<file path="config.mk">
export PLATFORM = sky130hd
export DESIGN_NAME = fp_wb_arbiter
export DESIGN_NICKNAME = d
export VERILOG_FILES = /design/src/rtl/fp_pkg.sv /design/src/rtl/fp_wb_fifo.sv /design/src/rtl/fp_wb_arbiter.sv
export SDC_FILE = /design/constraint.sdc
export NUM_CORES = 1
export LEC_CHECK = 0
export ABC_AREA = 0
export CAP_MARGIN = 25
export CORE_MARGIN = 8
export CORE_UTILIZATION = 49
export CTS_CLUSTER_SIZE = 16
export DETAILED_ROUTE_END_ITERATION = 8
export PLACE_DENSITY = 0.79
export SKIP_LAST_GASP = 1
export SLEW_MARGIN = 20
export SYNTH_ARGS = -nofsm -noshare
export SYNTH_HDL_FRONTEND = slang
export SYNTH_SLANG_ARGS = --single-unit
export TNS_END_PERCENT = 100
</file>
<file path="constraint.sdc">
create_clock -name clk -period 3.98 [get_ports clk]
set_input_delay 0.796 -clock clk [delete_from_list [all_inputs] [get_ports clk]]
set_output_delay 0.796 -clock clk [all_outputs]
set_load 0.005 [all_outputs]
</file>
<file path="src/rtl/fp_pkg.sv">
// Shared constants and types for the FP write-back path.
// The queue's occupancy state (EMPTY/PARTIAL/FULL) is decoded from its entry count.
package fp_pkg;

  localparam int REG_ADDR_W = 5;
  localparam int XLEN       = 32;

  typedef struct packed {
    logic                  valid;
    logic [REG_ADDR_W-1:0] rd;
    logic [XLEN-1:0]       data;
  } wb_req_t;

  typedef enum logic [1:0] {
    Q_EMPTY   = 2'd0,
    Q_PARTIAL = 2'd1,
    Q_FULL    = 2'd2
  } q_state_t;

  function automatic q_state_t occ_state(input int unsigned count, input int unsigned depth);
    q_state_t s;
    if (count == 0)           s = Q_EMPTY;
    else if (count >= depth)  s = Q_FULL;
    else                      s = Q_PARTIAL;
    return s;
  endfunction

endpackage

</file>
<file path="src/rtl/fp_wb_fifo.sv">
// Photon write queue: circular entry storage with per-entry valid bits,
// address-based squash and a combinational pending-write match for decode.
module fp_wb_fifo
  import fp_pkg::*;
#(
  parameter int DATA_W     = XLEN,
  parameter int ADDR_W     = REG_ADDR_W,
  parameter int FIFO_DEPTH = 4
) (
  input  logic                        clk,
  input  logic                        rst_n,
  input  logic                        enq_i,
  input  logic                        enq_valid_i,
  input  logic [ADDR_W-1:0]           enq_rd_i,
  input  logic [DATA_W-1:0]           enq_data_i,
  input  logic                        deq_i,
  input  logic                        squash_i,
  input  logic [ADDR_W-1:0]           squash_rd_i,
  input  logic [ADDR_W-1:0]           chk_addr_i,
  output logic                        chk_hit_o,
  output logic                        head_valid_o,
  output logic [ADDR_W-1:0]           head_rd_o,
  output logic [DATA_W-1:0]           head_data_o,
  output logic [$clog2(FIFO_DEPTH):0] count_o,
  output q_state_t                    state_o
);

  localparam int PTR_W = $clog2(FIFO_DEPTH);
  localparam int CNT_W = PTR_W + 1;

  logic [FIFO_DEPTH-1:0] valid_q, valid_d;
  logic [ADDR_W-1:0]     rd_q   [FIFO_DEPTH];
  logic [DATA_W-1:0]     data_q [FIFO_DEPTH];
  logic [PTR_W-1:0]      wr_ptr_q, wr_ptr_d;
  logic [PTR_W-1:0]      rd_ptr_q, rd_ptr_d;
  logic [CNT_W-1:0]      count_q, count_d;

  logic [FIFO_DEPTH-1:0] squash_vec;
  logic [FIFO_DEPTH-1:0] chk_vec;

  genvar gi;
  generate
    for (gi = 0; gi < FIFO_DEPTH; gi++) begin : g_match
      assign squash_vec[gi] = squash_i && (rd_q[gi] == squash_rd_i);
      assign chk_vec[gi]    = valid_q[gi] && (rd_q[gi] == chk_addr_i);
    end
  endgenerate

  // Vacated slots must drop their valid bit so chk_hit only sees live entries.
  always_comb begin
    valid_d = valid_q & ~squash_vec;
    if (deq_i) valid_d[rd_ptr_q] = 1'b0;
    if (enq_i) valid_d[wr_ptr_q] = enq_valid_i;
  end

  always_comb begin
    wr_ptr_d = enq_i ? wr_ptr_q + PTR_W'(1) : wr_ptr_q;
    rd_ptr_d = deq_i ? rd_ptr_q + PTR_W'(1) : rd_ptr_q;
    count_d  = count_q;
    case ({enq_i, deq_i})
      2'b10:   count_d = count_q + CNT_W'(1);
      2'b01:   count_d = count_q - CNT_W'(1);
      default: count_d = count_q;
    endcase
  end

  always_ff @(posedge clk or negedge rst_n) begin
    if (!rst_n) begin
      valid_q  <= '0;
      wr_ptr_q <= '0;
      rd_ptr_q <= '0;
      count_q  <= '0;
    end else begin
      valid_q  <= valid_d;
      wr_ptr_q <= wr_ptr_d;
      rd_ptr_q <= rd_ptr_d;
      count_q  <= count_d;
    end
  end

  always_ff @(posedge clk) begin
    if (enq_i) begin
      rd_q[wr_ptr_q]   <= enq_rd_i;
      data_q[wr_ptr_q] <= enq_data_i;
    end
  end

  assign chk_hit_o    = (|chk_vec) && (chk_addr_i != '0);
  assign head_valid_o = valid_q[rd_ptr_q];
  assign head_rd_o    = rd_q[rd_ptr_q];
  assign head_data_o  = data_q[rd_ptr_q];
  assign count_o      = count_q;
  assign state_o      = occ_state(32'(count_q), 32'(FIFO_DEPTH));

endmodule

</file>
<file path="src/rtl/fp_wb_arbiter.sv">
// FP register-file write-back arbiter: pipeline writes win, photon writes
// are queued and drained into idle cycles through one registered write port.
module fp_wb_arbiter
  import fp_pkg::*;
#(
  parameter int DATA_W     = XLEN,
  parameter int ADDR_W     = REG_ADDR_W,
  parameter int FIFO_DEPTH = 4
) (
  input  logic                        clk,
  input  logic                        Rst_n,
  input  logic                        wb_regwrite,
  input  logic [ADDR_W-1:0]           wb_rd,
  input  logic [DATA_W-1:0]           wb_data,
  input  logic                        mem_hold,
  input  logic                        cp_valid,
  output logic                        cp_ready,
  input  logic [ADDR_W-1:0]           cp_rd,
  input  logic [DATA_W-1:0]           cp_data,
  output logic                        rf_wen,
  output logic [ADDR_W-1:0]           rf_waddr,
  output logic [DATA_W-1:0]           rf_wdata,
  input  logic [ADDR_W-1:0]           chk_addr,
  output logic                        chk_hit,
  output logic [$clog2(FIFO_DEPTH):0] q_count
);

  logic              pw;
  logic              cp_accept;
  logic              enq;
  logic              enq_valid;
  logic              deq;
  logic              head_valid;
  logic [ADDR_W-1:0] head_rd;
  logic [DATA_W-1:0] head_data;
  q_state_t          q_state;

  logic              ready_en_q;
  logic              rf_wen_q, rf_wen_d;
  logic [ADDR_W-1:0] rf_waddr_q, rf_waddr_d;
  logic [DATA_W-1:0] rf_wdata_q, rf_wdata_d;

  assign pw = wb_regwrite && (wb_rd != '0) && !mem_hold;

  // ready_en_q keeps cp_ready low until the first edge after reset release.
  assign cp_ready  = ready_en_q && (q_state != Q_FULL);
  assign cp_accept = cp_valid && cp_ready;
  assign enq       = cp_accept && (cp_rd != '0);
  assign enq_valid = !(pw && (cp_rd == wb_rd));
  assign deq       = !pw && (q_state != Q_EMPTY);

  fp_wb_fifo #(
    .DATA_W     (DATA_W),
    .ADDR_W     (ADDR_W),
    .FIFO_DEPTH (FIFO_DEPTH)
  ) u_fifo (
    .clk          (clk),
    .rst_n        (Rst_n),
    .enq_i        (enq),
    .enq_valid_i  (enq_valid),
    .enq_rd_i     (cp_rd),
    .enq_data_i   (cp_data),
    .deq_i        (deq),
    .squash_i     (pw),
    .squash_rd_i  (wb_rd),
    .chk_addr_i   (chk_addr),
    .chk_hit_o    (chk_hit),
    .head_valid_o (head_valid),
    .head_rd_o    (head_rd),
    .head_data_o  (head_data),
    .count_o      (q_count),
    .state_o      (q_state)
  );

  always_comb begin
    rf_wen_d   = 1'b0;
    rf_waddr_d = rf_waddr_q;
    rf_wdata_d = rf_wdata_q;
    if (pw) begin
      rf_wen_d   = 1'b1;
      rf_waddr_d = wb_rd;
      rf_wdata_d = wb_data;
    end else if (deq && head_valid) begin
      rf_wen_d   = 1'b1;
      rf_waddr_d = head_rd;
      rf_wdata_d = head_data;
    end
  end

  always_ff @(posedge clk or negedge Rst_n) begin
    if (!Rst_n) begin
      ready_en_q <= 1'b0;
      rf_wen_q   <= 1'b0;
      rf_waddr_q <= '0;
      rf_wdata_q <= '0;
    end else begin
      ready_en_q <= 1'b1;
      rf_wen_q   <= rf_wen_d;
      rf_waddr_q <= rf_waddr_d;
      rf_wdata_q <= rf_wdata_d;
    end
  end

  assign rf_wen   = rf_wen_q;
  assign rf_waddr = rf_waddr_q;
  assign rf_wdata = rf_wdata_q;

endmodule

</file>
==> flow_metrics.env, run 1 <==
export IMPL_post_route_min_period_ns=3.52
export IMPL_antenna_found_initial=0
export IMPL_drc=0
export IMPL_die_w_um=146
export IMPL_seq_area_frac_synth_pct=68.4
export IMPL_ctsResizeCount=0
export IMPL_synth_simple_gate_area_share_pct=7.51
export IMPL_ys_top_cells_by_area="edfxtp_1, dfrtp_1, mux4_2, nand2_1, xor2_1"
export IMPL_syn_area_mm2=0.00833
export IMPL_hold_viol=0
export IMPL_dieArea_mm2=0.0214
export IMPL_gp_congestion=0.939
export IMPL_clkLatencyLatePin_ns=0.43
export IMPL_grt_pass1_vias=5249
export IMPL_boundaryPins=127
export IMPL_synthXorXnorAreaFrac_pct=5.26
export IMPL_cts_buffers=17
export IMPL_via_per_inst=5.52
export IMPL_initial_utilization_pct=50.2
export IMPL_fin_nets=753
export IMPL_synthesis_nets=636
export IMPL_fp_coreArea_mm2=0.0166
export IMPL_register_area_mm2=0.00570
export IMPL_die_h_um=146
export IMPL_timing_hold_ws_ns=0.382
export IMPL_fp_row_count=47
export IMPL_reg2regPathDepth=4
export IMPL_n_antenna_cell=0
export IMPL_cp_max_fo=5
export IMPL_clockBufferDepth=2
export IMPL_drive_gt1_share_pct=13.1
export IMPL_syn_inst=542
export IMPL_r2r_slack_ns=1.56
export IMPL_criticalPathCategory="in2out"
export IMPL_ir_worst_vdd_uv=413
export IMPL_synth_compound_area_share_pct=3.67
export IMPL_synth_top_family_by_area="multiplexers"
export IMPL_synth_distinct_cells=34
export IMPL_cap_viol_max_count=0
export IMPL_drt_iter0_markers=355
export IMPL_hold_path_class="in2async"
export IMPL_finalPower_mw=6.46
export IMPL_setup_viol=0
export IMPL_grt_max_degree=41
export IMPL_rsz0062_at_grt="no"
export IMPL_fin_tns_setup_ns=0
export IMPL_synth_warning_count=0
export IMPL_tightest_slew_ns=1.00
export IMPL_cts_root_buffer="clkbuf_16"
export IMPL_fin_area_mm2=0.0103
export IMPL_synth_mux_area_share_pct=10.8
export IMPL_wire_per_inst_um=21.4
export IMPL_synth_largest_area_cell="edfxtp_1"
export IMPL_end_kind="primary output"
export IMPL_synthAdderAreaFrac_pct=1.59
export IMPL_period_share_pct=88.5
export IMPL_ctsHoldBuffers=0
export IMPL_grtUsageTotal_pct=18.1
export IMPL_numClockSinks=198
export IMPL_start_kind="input port"
export IMPL_r2r_end="u_fifo.data_q[2][3]"
export IMPL_dp_hpwl_mm=12.4
export IMPL_cts_tree="yes"
export IMPL_drt_pass1_iter_count=6
export IMPL_grt_pass1_wl_mm=29.5
export IMPL_n_fill_cell=1246
export IMPL_leakagePower_nw=3.62
export IMPL_vias=4923
export IMPL_areaGrowthSynthToFinish_pct=23.6
export IMPL_regToRegStartpoint="u_fifo.count_o[2]"
export IMPL_status="finished, final reports clean"
export IMPL_ys_ff_latch=198
export IMPL_fmax_mhz=284
export IMPL_p_per_area_mw_per_mm2=627
export IMPL_layout_common_cells="edfxtp_1, clkdlybuf4s50_1, nand2_1, dfrtp_1, mux4_2"
export IMPL_slew_viol_final=0
export IMPL_post_cts_repair_setup_buffers=0
export IMPL_h_tree_depth=4
export IMPL_multi_input_area_mm2=0.00240
export IMPL_avgSynthCellArea_um2=15.4
export IMPL_clkSlewWorstSetupHoldPaths_ns=0.07
export IMPL_synth_top_area_share_pct=53.4
export IMPL_ant_nets=0
export IMPL_routed_wl_mm=19.1
export IMPL_dpl_cell_area_mm2=0.00974
export IMPL_slew_headroom_pct=32.9
export IMPL_grt_overflow=0
export IMPL_cp_required_ns=3.18
export IMPL_port_buffers=126
export IMPL_crit_arrival_ns=2.73
export IMPL_final_common_cell="edfxtp_1"
export IMPL_clock_skew_ns=0.0125
cell families (layout without fill, tap and decap cells):
| group | count (synthesis) | in the layout |
|---|---|---|
| other | 1 | 1 |
| AND/OR/NAND/NOR | 146 | 146 |
| adder cells (fa/ha/maj) | 10 | 10 |
| AO/OA/AOI/OAI | 48 | 48 |
| XOR/XNOR | 50 | 50 |
| buffers and inverters | 47 | 177 |
| flip-flops | 198 | 198 |
| multiplexers | 42 | 42 |
worst max path at each step:
stage | from | endpoint | slack, ns
floorplan | wb_rd[3] | u_fifo.count_o[2] | 1.04
global placement | wb_rd[3] | u_fifo.count_o[2] | 0.50
detailed placement | wb_rd[3] | u_fifo.count_o[2] | 0.37
CTS | chk_addr[2] | chk_hit | 0.45
global route | chk_addr[0] | chk_hit | 0.38
finish | chk_addr[2] | chk_hit | 0.46
cells in the mapped netlist:
cell      count
fa_1          1
edfxtp_1    148
nand2_2       1
clkbuf_1     19
o21ai_1       3
a31oi_1      33
xnor2_1      18
conb_1        1
o21ai_4       1
nor2_1       35
nor3_1        4
mux4_2       38
inv_1        12
or4_1         1
nor4_1        5
buf_4         1
dfrtp_1      50
or3_1         2
buf_2        10
o21a_1        2
a22oi_1       1
and2_1        1
mux2i_1       4
buf_6         5
or4_4         1
nand4_1       9
nand2_1      76
xor2_1       32
nand3_1       9
o311a_1       1
o21ai_0       6
ha_1          9
a21oi_1       1
nor2b_1       2
metrics by stage:
step | instances | setup slack (ns) | util [%]
6_report | 892 | 0.457 | 62.0
5_1_grt | 892 | 0.380 | 62.0
4_1_cts | 892 | 0.451 | 62.0
3_5_place_dp | 860 | 0.371 | 58.7
3_3_place_gp | 860 | 0.503 | 58.7
2_1_floorplan | 542 | 1.04 | -
worst max-delay path: stages:
cell and delay, ns:
clkdlybuf4s50_1 0.55, xor2_1 0.21, nor4_1 0.33, nand3_1 0.13, nand4_1 0.11, o21a_1 0.12, clkdlybuf4s50_1 0.49
power breakdown:
part / switching (mW) / internal [mW]
Clock: 0.778 / 0.812
Combinational: 0.973 / 1.10
Sequential: 0.197 / 2.60
Total: 1.95 / 4.51
layout make-up:
cell class / count / area share (%)
timing repair buffer: 133 / 12.8
clock buffer: 17 / 4.13
tap: 220 / 2.68
inverter: 12 / 0.438
multi-input combinational: 297 / 23.3
sequential: 198 / 55.4
clock inverter: 15 / 1.19
layer usage:
layer | routed length (µm) | GRT usage, % | vias to the layer above
li1 | - | - | 2245
met1 | 7810 | 22.0 | 2478
met2 | 9750 | 30.3 | 178
met3 | 1280 | 4.64 | 22
met4 | 284 | 7.32 | 0
met5 | 0 | 0 | -
flip-flops by register name, indices dropped and copies added (netlist names):
register / count
u_fifo.rd_q: 20
rf_waddr: 5
u_fifo.rd_ptr_q: 2
ready_en_q: 1
u_fifo.valid_q: 4
u_fifo.count_o: 3
u_fifo.data_q: 128
rf_wen: 1
rf_wdata: 32
u_fifo.wr_ptr_q: 2
Power figures use the tool's default switching activity.
==> run 2: changes to the inputs <==
CORE_UTILIZATION = 58   (was 49)
PLACE_DENSITY = 0.9   (was 0.79)
==> flow_metrics.env, run 2 (synthesis results as in run 1) <==
export IMPL_status="finished, final reports clean"
export IMPL_hold_viol=0
export IMPL_ctsHoldBuffers=0
export IMPL_port_buffers=126
export IMPL_areaGrowthSynthToFinish_pct=24.1
export IMPL_numClockSinks=198
export IMPL_end_kind="primary output"
export IMPL_routed_wl_mm=19.6
export IMPL_fp_coreArea_mm2=0.0139
export IMPL_via_per_inst=5.89
export IMPL_slew_viol_final=0
export IMPL_slew_headroom_pct=48.9
export IMPL_largest_reg_flops=128
export IMPL_n_antenna_cell=0
export IMPL_wire_per_inst_um=22.7
export IMPL_clkLatencyLatePin_ns=0.42
export IMPL_grt_pass1_vias=5316
export IMPL_fp_row_count=43
export IMPL_r2r_slack_ns=1.47
export IMPL_p_per_area_mw_per_mm2=628
export IMPL_cap_viol_max_count=0
export IMPL_hold_path_class="in2async"
export IMPL_internal_power_mw=4.55
export IMPL_grtUsageTotal_pct=22.0
export IMPL_drt_pass1_iter_count=5
export IMPL_p_comb_share_pct=31.7
export IMPL_cts_root_buffer="clkbuf_16"
export IMPL_gp_congestion=0.849
export IMPL_period_share_pct=89.3
export IMPL_crit_arrival_ns=2.76
export IMPL_criticalPathCategory="in2out"
export IMPL_fin_nets=765
export IMPL_boundaryPins=127
export IMPL_post_cts_repair_setup_buffers=0
export IMPL_h_tree_depth=4
export IMPL_cp_max_fo=5
export IMPL_layout_common_cells="edfxtp_1, clkdlybuf4s50_1, nand2_1, dfrtp_1, mux4_2"
export IMPL_die_w_um=136
export IMPL_drc=0
export IMPL_regMostFlops="u_fifo.data_q"
export IMPL_clkSlewWorstSetupHoldPaths_ns=0.06
export IMPL_grt_max_degree=70
export IMPL_die_h_um=136
export IMPL_p_seq_share_pct=43.8
export IMPL_ir_worst_vdd_uv=426
export IMPL_clock_skew_ns=0.00701
export IMPL_swShare_pct=29.8
export IMPL_n_fill_cell=827
export IMPL_dp_hpwl_mm=13.2
export IMPL_dieArea_mm2=0.0184
export IMPL_initial_utilization_pct=59.8
export IMPL_tightest_slew_ns=0.766
export IMPL_register_area_mm2=0.00570
export IMPL_clkPwrFrac_pct=24.5
export IMPL_cts_buffers=17
export IMPL_grt_pass1_wl_mm=30.3
export IMPL_multi_input_area_mm2=0.00240
export IMPL_antenna_found_initial=0
export IMPL_leakagePower_nw=3.70
export IMPL_rsz0062_at_grt="no"
export IMPL_start_kind="input port"
export IMPL_ant_nets=0
export IMPL_fmax_mhz=281
export IMPL_vias=5093
export IMPL_grt_overflow=0
export IMPL_post_route_min_period_ns=3.55
export IMPL_fin_tns_setup_ns=0
export IMPL_setup_viol=0
export IMPL_ctsResizeCount=0
export IMPL_place_inst=832
export IMPL_stdcell_count=864
export IMPL_drt_iter0_markers=451
export IMPL_cts_tree="yes"
export IMPL_final_common_cell="edfxtp_1"
export IMPL_setup_slack_ns=0.427
export IMPL_drive_gt1_share_pct=14.2
export IMPL_p_switching_mw=1.93
export IMPL_clockBufferDepth=2
export IMPL_place_ws_ns=0.453
export IMPL_cp_required_ns=3.18
==> run 2: changes by cell type in the layout (fill, tap and decap cells not counted) <==
cell / change
clkinvlp_4: -5
bufinv_16: +1
buf_4: +11
inv_6: -3
clkinv_4: -2
clkinv_1: +2
clkinv_2: +6
buf_12: +1
clkbuf_1: +1
==> run 2: layout make-up <==
type	instances	area share (%)
sequential	198	55.1
multi-input combinational	297	23.3
timing repair buffer	145	13.8
clock buffer	18	4.15
tap	180	2.18
clock inverter	14	1.05
inverter	12	0.436
==> run 2: stage by stage <==
stage / total power, mW / hold WS [ns] / area [µm²] / util, %
after floorplan: 4.04 / 0.496 / 8330 / -
after global placement: 4.86 / 0.521 / 9790 / 70.3
after detailed placement: 4.95 / 0.514 / 9790 / 70.3
after CTS: 6.53 / 0.453 / 10300 / 74.1
after global routing: 6.80 / 0.474 / 10300 / 74.1
final: 6.48 / 0.437 / 10300 / 74.1
==> run 2: metal layers <==
layer  wire length [µm]  GRT usage (%)  vias to the layer above
met1               8040           28.0                     2568
li1                   -              -                     2260
met4                453           8.76                        0
met3               1570           5.83                       32
met2               9570           35.2                      233
met5                  0              0                        -
==> run 2: worst paths after layout <==
| kind | to | from | depth (start not counted) |
|---|---|---|---|
| min in group clk | u_fifo.count_o[2] | u_fifo.count_o[2] | 1 |
| max | chk_hit | chk_addr[2] | 7 |
| max in group asynchronous | rf_wdata[30] | Rst_n | 2 |
| min reg2reg | u_fifo.count_o[2] | u_fifo.count_o[2] | 1 |
| max reg2reg | rf_wdata[19] | u_fifo.rd_ptr_q[0] | 6 |
| min | rf_waddr[3] | Rst_n | 1 |
==> run 2: worst max-delay path, stage by stage <==
cell and delay, ns:
clkdlybuf4s50_1 0.55, xor2_1 0.20, nor4_1 0.32, nand3_1 0.14
nand4_1 0.13, o21a_1 0.12, clkdlybuf4s50_1 0.50
==> run 2: power groups by stage <==
stage	Sequential, mW	Clock, mW	Combinational [mW]
global route	2.87	1.69	2.24
floorplan	2.81	0	1.23
detailed placement	2.88	0	2.07
CTS	2.84	1.60	2.08
finish	2.84	1.59	2.06
global placement	2.86	0	2.00
==> run 3: changes to the inputs <==
ABC_AREA = 1   (was 0)
CORE_UTILIZATION = 59   (was 58)
==> flow_metrics.env, run 3 <==
export IMPL_status="finished, final reports clean"
export IMPL_r2r_slack_ns=1.59
export IMPL_vias=6703
export IMPL_syn_inst=894
export IMPL_r2r_end="rf_wdata[7]"
export IMPL_areaGrowthSynthToFinish_pct=22.1
export IMPL_drt_iter0_markers=621
export IMPL_avgSynthCellArea_um2=9.93
export IMPL_ctsHoldBuffers=0
export IMPL_synthAdderAreaFrac_pct=1.49
export IMPL_numClockSinks=198
export IMPL_antenna_found_initial=0
export IMPL_cp_max_fo=6
export IMPL_fin_tns_setup_ns=0
export IMPL_cts_root_buffer="clkbuf_16"
export IMPL_die_h_um=139
export IMPL_boundaryPins=127
export IMPL_clock_skew_ns=0.0114
export IMPL_n_fill_cell=1017
export IMPL_max_stage_delay_ns=0.57
export IMPL_initial_utilization_pct=59.3
export IMPL_die_w_um=139
export IMPL_fp_coreArea_mm2=0.0150
export IMPL_post_route_min_period_ns=3.28
export IMPL_fin_util_pct=72.4
export IMPL_ir_worst_vdd_uv=440
export IMPL_ctsResizeCount=0
export IMPL_synth_mux_area_share_pct=0
export IMPL_post_cts_repair_setup_buffers=0
export IMPL_ys_top_cells_by_area="edfxtp_1, nand2_1, dfrtp_1, nand3_1, o21ai_0"
export IMPL_grt_max_degree=85
export IMPL_rsz0062_at_grt="no"
export IMPL_cts_tree="yes"
export IMPL_place_ws_ns=0.697
export IMPL_crit_arrival_ns=2.48
export IMPL_p_per_area_mw_per_mm2=655
export IMPL_synth_compound_area_share_pct=5.19
export IMPL_ys_ff_latch=198
export IMPL_regToRegStartpoint="u_fifo.rd_ptr_q[1]"
export IMPL_wire_per_inst_um=17.5
export IMPL_dpl_cell_area_mm2=0.0102
export IMPL_port_buffers=126
export IMPL_crit_path_cell_trace="clkdlybuf4s50_1, inv_1, nand2_1, nand2_1, nor2_1, nand3_1, nand2_1, nor2_1, nor2_1, clkdlybuf4s50_1"
export IMPL_cp_required_ns=3.18
export IMPL_synth_largest_area_cell="edfxtp_1"
export IMPL_leakagePower_nw=4.50
export IMPL_routed_wl_mm=21.2
export IMPL_drive_gt1_share_pct=5.59
export IMPL_setup_slack_ns=0.699
export IMPL_synth_distinct_cells=26
export IMPL_fmax_mhz=305
export IMPL_setup_worst_path_end="chk_hit"
export IMPL_clockBufferDepth=2
export IMPL_end_kind="primary output"
export IMPL_clkSlewWorstSetupHoldPaths_ns=0.07
export IMPL_synth_top_family_by_area="simple AND/OR/NAND/NOR gates"
export IMPL_async_reset_ff_share_pct=25.3
export IMPL_final_common_cell="nand2_1"
export IMPL_critPathSlowestCell="clkdlybuf4s50_1"
export IMPL_drc=0
export IMPL_start_kind="input port"
export IMPL_synth_edff_count=148
export IMPL_hold_path_class="in2async"
export IMPL_crit_path_start="chk_addr[0]"
export IMPL_fin_area_mm2=0.0108
export IMPL_grt_overflow=0
export IMPL_synth_simple_gate_area_share_pct=21.8
export IMPL_yosys_most_used_dff="edfxtp_1"
export IMPL_n_antenna_cell=0
export IMPL_grtUsageTotal_pct=22.0
export IMPL_clkLatencyLatePin_ns=0.43
export IMPL_dp_hpwl_mm=13.5
export IMPL_tightest_slew_ns=0.906
export IMPL_fin_nets=1101
export IMPL_via_per_inst=5.55
export IMPL_largest_reg_flops=128
export IMPL_reg2regPathDepth=5
export IMPL_synth_most_common_cell="nand2_1"
export IMPL_gp_congestion=0.899
export IMPL_synthXorXnorAreaFrac_pct=2.47
export IMPL_seq_area_frac_synth_pct=64.2
export IMPL_period_share_pct=82.4
export IMPL_synth_warning_count=0
export IMPL_grt_pass1_wl_mm=33.6
export IMPL_criticalPathCategory="in2out"
export IMPL_slew_viol_final=0
export IMPL_synth_top_area_share_pct=50.1
export IMPL_fp_row_count=45
export IMPL_grt_pass1_vias=6744
export IMPL_dieArea_mm2=0.0192
export IMPL_synthesis_nets=988
export IMPL_yosys_top_cells_count="nand2_1, edfxtp_1, nand3_1, o21ai_0, dfrtp_1"
export IMPL_slew_headroom_pct=39.6
export IMPL_cts_buffers=17
export IMPL_timing_hold_ws_ns=0.345
export IMPL_layout_common_cells="nand2_1, edfxtp_1, clkdlybuf4s50_1, nand3_1, o21ai_0"
export IMPL_syn_area_mm2=0.00888
export IMPL_drt_pass1_iter_count=5
export IMPL_ant_nets=0
export IMPL_regMostFlops="u_fifo.data_q"
export IMPL_hold_viol=0
export IMPL_cap_viol_max_count=0
export IMPL_h_tree_depth=4
export IMPL_setup_viol=0
[run 3: routing by layer]
metal / up-vias / global-route usage (%) / share of wire, %
li1: 3186 / - / -
met1: 3187 / 26.5 / 40
met2: 292 / 37.3 / 50
met3: 38 / 4.85 / 7.8
met4: 0 / 9.94 / 2.1
met5: - / 0 / 0
[run 3: through the flow]
step                      power (mW)  instances
after floorplan                 4.39        894
after global placement          5.24       1176
after detailed placement        5.35       1176
after CTS                       7.13       1208
after global routing            7.55       1208
final                           7.10       1208
[run 3: critical path, delay by kind of cell]
family,cells,cell delay [ns]
buffers and inverters,3,1.19
and+or+nand+nor,7,0.49
[run 3: how the worst min path moves through the flow]
stage / startpoint / end / cells after the start
final: Rst_n / rf_wdata[8] / 1
after global routing: Rst_n / rf_wdata[8] / 1
after CTS: Rst_n / rf_wdata[8] / 1
after detailed placement: rf_waddr[3] / rf_waddr[3] / 2
after global placement: rf_waddr[3] / rf_waddr[3] / 2
after floorplan: rf_waddr[1] / rf_waddr[1] / 2
[run 3: area by class of cell]
cell class	count	area, µm²	share of cell area, %
Clock buffer	20	447	4.12
Clock inverter	12	165	1.52
Inverter	49	186	1.72
Multi-Input combinational cell	603	2750	25.4
Sequential cell	198	5700	52.6
Tap cell	188	235	2.17
Timing Repair Buffer	138	1360	12.5
[run 3: report_power, final]
part	switching [mW]	internal [mW]	total (mW)	leakage [nW]
logic	1.44	1.03	2.47	2.27
registers	0.268	2.60	2.87	1.94
clock network	0.743	1.02	1.76	0.288
[run 3: kinds of logic after synthesis]
| family | count (synthesis) |
|---|---|
| buffers and inverters | 93 |
| AO/OA/AOI/OAI | 92 |
| adder cells (fa/ha/maj) | 10 |
| other | 1 |
| AND/OR/NAND/NOR | 475 |
| flip-flops | 198 |
| XOR/XNOR | 25 |
